## src/rtl/sub_arbiter.sv

```systemverilog
// Two-requester round-robin front end sharing one combinational subtractor.
// Each operation walks IDLE -> EXEC -> RESP, so at most one is in flight.

module sub #(
  parameter int WIDTH = 64
) (
  input  logic [WIDTH-1:0] A,
  input  logic [WIDTH-1:0] B,
  output logic [WIDTH-1:0] Result,
  output logic             overflow,
  output logic             borrow
);
  logic [WIDTH:0] diff;

  // The extra top bit of the zero-extended difference is the unsigned borrow.
  assign diff     = {1'b0, A} - {1'b0, B};
  assign Result   = diff[WIDTH-1:0];
  assign borrow   = diff[WIDTH];
  assign overflow = (A[WIDTH-1] != B[WIDTH-1]) && (Result[WIDTH-1] != A[WIDTH-1]);
endmodule

module sub_arbiter #(
  parameter int WIDTH = 64
) (
  input  logic             clk,
  input  logic             rst_n,
  input  logic             req0_valid,
  output logic             req0_ready,
  input  logic [WIDTH-1:0] req0_A,
  input  logic [WIDTH-1:0] req0_B,
  input  logic             req1_valid,
  output logic             req1_ready,
  input  logic [WIDTH-1:0] req1_A,
  input  logic [WIDTH-1:0] req1_B,
  output logic             rsp_valid,
  input  logic             rsp_ready,
  output logic             rsp_id,
  output logic [WIDTH-1:0] rsp_Result,
  output logic             rsp_overflow,
  output logic             rsp_borrow,
  output logic             busy,
  output logic [15:0]      op_count
);
  localparam logic [1:0] IDLE = 2'd0;
  localparam logic [1:0] EXEC = 2'd1;
  localparam logic [1:0] RESP = 2'd2;

  logic [1:0]       state;
  logic             last_grant;
  logic             grant;
  logic             accept;
  logic [WIDTH-1:0] a_q, b_q;
  logic             id_q;
  logic [WIDTH-1:0] sub_result;
  logic             sub_overflow, sub_borrow;

  // On a tie the requester that did not win last time gets the slot.
  always_comb begin
    grant  = (req0_valid && req1_valid) ? ~last_grant : req1_valid;
    accept = (state == IDLE) && (req0_valid || req1_valid);
  end

  assign req0_ready = accept && !grant;
  assign req1_ready = accept &&  grant;
  assign rsp_valid  = (state == RESP);
  assign busy       = (state != IDLE);

  sub #(.WIDTH(WIDTH)) u_sub (
    .A        (a_q),
    .B        (b_q),
    .Result   (sub_result),
    .overflow (sub_overflow),
    .borrow   (sub_borrow)
  );

  always_ff @(posedge clk or negedge rst_n) begin
    if (!rst_n) begin
      state        <= IDLE;
      last_grant   <= 1'b1;
      a_q          <= '0;
      b_q          <= '0;
      id_q         <= 1'b0;
      rsp_id       <= 1'b0;
      rsp_Result   <= '0;
      rsp_overflow <= 1'b0;
      rsp_borrow   <= 1'b0;
      op_count     <= 16'd0;
    end else begin
      case (state)
        IDLE: begin
          if (accept) begin
            a_q   <= grant ? req1_A : req0_A;
            b_q   <= grant ? req1_B : req0_B;
            id_q  <= grant;
            state <= EXEC;
          end
        end
        EXEC: begin
          rsp_Result   <= sub_result;
          rsp_overflow <= sub_overflow;
          rsp_borrow   <= sub_borrow;
          rsp_id       <= id_q;
          state        <= RESP;
        end
        RESP: begin
          // Fairness pointer only moves once the response is consumed.
          if (rsp_ready) begin
            last_grant <= rsp_id;
            op_count   <= op_count + 16'd1;
            state      <= IDLE;
          end
        end
        default: state <= IDLE;
      endcase
    end
  end
endmodule

```

## config.mk

```make
export PLATFORM = sky130hd
export DESIGN_NAME = sub_arbiter
export DESIGN_NICKNAME = d
export VERILOG_FILES = /design/src/rtl/sub_arbiter.sv
export SDC_FILE = /design/constraint.sdc
export NUM_CORES = 1
export LEC_CHECK = 0
export ABC_AREA = 1
export ABC_CLOCK_PERIOD_IN_PS = 4600
export BUFFER_PORTS_ARGS = -buffer_cell sky130_fd_sc_hd__buf_4
export CAP_MARGIN = 20
export CORE_MARGIN = 2
export CORE_UTILIZATION = 60
export DETAILED_ROUTE_END_ITERATION = 6
export PLACE_DENSITY = 0.88
export SKIP_CTS_REPAIR_TIMING = 1
export SYNTH_ARGS = -nofsm -noshare
export SYNTH_HDL_FRONTEND = slang
export SYNTH_SLANG_ARGS = --single-unit
```

## constraint.sdc

```tcl
create_clock -name clk -period 4.6 [get_ports clk]
set_input_delay 0.92 -clock clk [delete_from_list [all_inputs] [get_ports clk]]
set_output_delay 0.92 -clock clk [all_outputs]
set_load 0.05 [all_outputs]
```

After elaboration in Yosys (flattened, before gate mapping):

Cells that the tools add are included.
Widths: inputs -> output; s select.

* $add $sub $neg: 2
* equal/unequal tests: 6
* bitwise operators: 1
* multiplexer cells: 6
* reduce and logical (&&, ||, !) cells: 12

Operators by type and width (count)
* $mux 64: 2
* $sub 64x64->65: 1
* $add 16x1->16 const B: 1
* $pmux 2 s3: 1
* $reduce_and 2->1: 3
* $logic_and 1x1->1: 5
* $mux 2: 2
* $eq 2x1->1 const B: 1
* $eq 2x2->1 const B: 1
* $logic_not 2->1: 1
* $ne 1x1->1: 2
* $ne 2x1->1 const B: 1
* $ne 2x2->1 const B: 1
* $reduce_bool 2->1: 1
* $logic_not 1->1: 1
* $logic_or 1x1->1: 1
* $mux 1: 1
* $not 1->1: 1

* logic and storage cells: 37
* register bits: 215
* input bits: 261
* output and inout port bits: 87

Depth between registers and ports, before layout:

* depth after elaboration: 4
* gate-level depth with buffers: 17
* mapped depth without buffers: 17

Modules after synthesis:

Synthesis repeated with hierarchy kept, for this count alone.

* cells, all modules: 2117
* area, all modules: 14769.2 um2

By module, submodules not included
* sub_arbiter: seq. area each 5381.4 um2, times used 1, cells an instance 954, area an instance 9082.5 um2
* sub: seq. area each 0.0 um2, times used 1, cells an instance 1163, area an instance 5686.7 um2

Worst setup path before layout:

No wires, ideal clock.

* path kind: input port to output port
* from: input port req0_valid
* to: output port req1_ready
* buffers on the path: 2
* stages on the path: 5
* path slack: 1707 ps
* data required time: 3680 ps
* data arrival time: 1973 ps
* path through: nand2_1 nand2_1 nor2_1 buf_2 buf_1

* longest elaborated chain between the ends: 3
* elaborated cells between the ends (all ways): 5
* classes of those cells: 1 x mux; 4 x reduce/logical

RTL lines
* start, declared: line 27 `input logic req0_valid,`
* $logic_and 1x1->1 or $logic_or 1x1->1 (tied branches): line 59, 60
* $mux 1 or $logic_and 1x1->1 (tied branches): line 59, 60
* $logic_and 1x1->1 *: line 64 `assign req1_ready = accept && grant;`
* end, declared: line 32 `output logic req1_ready,`

Every way passes the cells marked *; elsewhere a longest branch is shown, timed or not.

Worst setup path in the final report:

* from: register state[1]
* to: register a_q[26]

* longest elaborated chain between the ends: 3

RTL lines
* start, declared: line 48 `logic [1:0] state;`
* start signal, assigned: line 78 `state <= IDLE;`
* start signal, assigned: line 95 `state <= EXEC;`
* start signal, assigned: line 103 `state <= RESP;`
* $logic_not 2->1 *: line 60, 89
* $logic_and 1x1->1: line 60 `accept = (state == IDLE) && (req0_valid || req1_valid);`
* $reduce_and 2->1 (no source line) *
* end signal, assigned: line 92 `a_q <= grant ? req1_A : req0_A;`
* end, declared: line 52 `logic [WIDTH-1:0] a_q, b_q;`

Marked as above.
A chain may end at the register's enable or synchronous reset.

==> results.tsv <==
stage	metric	value	unit
timing	period_share	62.7	%
logic_synthesis	postSynthCellCount	2288	
global_route	gr-total-overflow	0	
cts	clockRootBuffer	clkbuf_16	
route	drc	0	
cts	cts_sinks	215	
die	fp.dieH	161	um
final_layout	layout-drive-gt1-share	16.4	%
final_layout	area_growth	25.2	%
timing	hold_viol	0	
outcome	status	finished clean	
worst_setup_path	endpoint_kind	register	
worst_setup_path	start_kind	register	
die	fp.dieW	161	um
logic_synthesis	yosysMostFrequentCell	nand2_1	
global_route	antenna_found_initial	0	
placement	numPortBuffers	347	
cts	cts_buffers	23	
logic_synthesis	yosysTopAreaCellShare	36.2	%
timing	period_needed	2890	ps
timing	rsz0062_at_grt	no	
final_layout	diodes	0	
logic_synthesis	synthTopCellsByCount	nand2_1 (1009), inv_1 (384), dfrtp_1 (214)	
timing	worst_pin_slew	830	ps
placement	placedCellCount	2916	
logic_synthesis	netlist_area	0.0148	mm^2
logic_synthesis	synth_nets	2615	
route	wire_per_inst	18.6	um
cts	clk_pin_slew	70	ps
global_route	grt_max_degree	129	
logic_synthesis	synth_area_leaders	dfrtp_1 (36%), nand2_1 (26%), inv_1 (9.8%), ha_1 (5.5%), nand3_1 (5.3%)	
global_route	first_global_vias	16500	
logic_synthesis	async_flop_share	100	%
timing	fin_skew	14.3	ps
final_layout	nets	2945	
flow_run	max-cap-violations	0	
placement	routabilityCongestion	0.952	
logic_synthesis	synth_top_area_cell	dfrtp_1	
die	num_rows	57	
route	totalWireLength	55000	um
final_layout	final_cells	2958	
global_route	gr-usage-all-layers	41.3	%
timing	drv_slew	0	
die	die_area	0.0259	mm^2
timing	timing.fmax	0.346	GHz
worst_setup_path	slowest_delay	650	ps
worst_setup_path	cpMaxStageDelayCell	buf_4	
route	drtIter0Drc	2012	
logic_synthesis	synth_flop_cell	dfrtp_1	
worst_setup_path	crit_chain	nor2_1, inv_1, nor2_4, buf_4, buf_4, nand2_1, nand3_1	
route	viasPerCell	5.66	
worst_setup_path	critical_path.top_delay_family	buffers and inverters	
logic_synthesis	synth_seq_cells	215	
cts	cts_buffer_depth	3	
worst_setup_path	critPathRequiredTime	5050	ps
die	initial_core_util	60.9	%
logic_synthesis	synth_edf_count	0	
route	vias	16800	
logic_synthesis	yosysSeqAreaShare	36.4	%
logic_synthesis	ys_warn_count	0	
worst_setup_path	critPathKind	register to register	
worst_setup_path	cpMostUsedCell	buf_4	
cts	h-tree-depth	1	
worst_setup_path	cp_num_buf_inv	3	
logic_synthesis	synth_cell_type_count	40	
cts	tritoncts	built	
global_route	grt_pass1_wl	85300	um
logic_synthesis	synth_area_per_cell	6.46	um^2
placement	dp_hpwl	40100	um
route	ant_nets	0	
worst_setup_path	cp.arrival	3330	ps
worst_setup_path	crit_fanout	72	
die	coreArea	0.0242	mm^2
worst_hold_path	hold_path_class	primary input to async pin	
timing	maxSlewHeadroom	44.7	%
route	drt_first_pass_iters	6	
timing	tns	0	ps
die	num_io_pins	348	
cts	clock_latency	530	ps
timing	setup_viol	0	
[state kept, by name, summed over array words and instances, names as in the netlist]
signal and cells:
rsp_id 1, a_q 64, rsp_overflow 1, b_q 64, last_grant 1, rsp_Result 64, state 2, rsp_borrow 1
id_q 1, op_count 16
[worst paths after layout]
kind | end | cells past startpoint | from | slack, ps
worst max-delay path | a_q[26] | 7 | state[1] | 1710
worst min-delay path | b_q[11] | 1 | rst_n | 390
worst max register to register | a_q[26] | 7 | state[1] | 1710
worst min register to register | rsp_Result[38] | 2 | rsp_Result[38] | 480
max in group asynchronous | a_q[57] | 2 | rst_n | 3100
min in group clk | rsp_Result[38] | 2 | rsp_Result[38] | 480
[cell families after synthesis]
group | share of synthesized area [%]
and+or+nand+nor | 37.4
buffers and inverters | 11.4
DFF | 36.4
AOI/OAI and AO/OA | 7.46
adders and majority gates | 5.64
xor gates and xnor gates | 1.66
muxes | 0.0762
[worst reg2reg max path, stage by stage, from the launching register on]
cell     delay [ps]
dfrtp_1         470
nor2_1          320
inv_1           170
nor2_4          150
buf_4           590
buf_4           740
nand2_1         200
nand3_1         170
[layout by cell type, fill, tap and decap left out, drive strengths merged]
cell,Yosys,layout
buf,28,361
nand2,1016,1016
fa,1,1
mux2,1,1
nand3,160,160
dfrtp,214,214
bufinv,0,3
nor2,126,126
dfstp,1,1
or2,11,11
o211ai,66,66
xnor2,22,22
o2111ai,1,1
a31oi,2,2
o21ai,43,43
a21oi,65,65
and2,1,1
nor3,11,11
nor4,4,4
nand3b,11,11
nand4,13,13
o31ai,2,2
xor2,6,6
clkinv,1,2
ha,65,65
inv,385,387
clkbuf,28,35
o21bai,4,4
[through the flow]
stage | cell area, um^2 | hold slack [ps] | setup slack, ps | util [%]
after floorplan | 14800 | 453 | 1710 | -
after global placement | 17700 | 461 | 1760 | 73.0
after detailed placement | 17700 | 465 | 1560 | 73.0
after CTS | 18500 | 459 | 1890 | 76.2
after global routing | 18500 | 462 | 1640 | 76.3
final | 18500 | 388 | 1710 | 76.3
[layer usage]
layer / vias up / routed length, um / GRT usage [%]
met5: - / 0 / 0
met4: 0 / 2720 / 18.1
met3: 231 / 5210 / 7.49
met2: 1082 / 26100 / 70.4
met1: 7757 / 21000 / 51.4
li1: 7682 / - / -
[final cells by class]
class / instances / area [um^2]
Multi-Input combinational cell: 1631 / 7750
Clock buffer: 35 / 661
Inverter: 386 / 1450
Tap cell: 324 / 405
Fill cell: 1720 / 5740
Timing Repair Buffer: 361 / 2750
Sequential cell: 215 / 5380
Clock inverter: 6 / 109
Power is not shown: default switching activity piles up to over one toggle a cycle in this logic, so the estimate is an artifact.
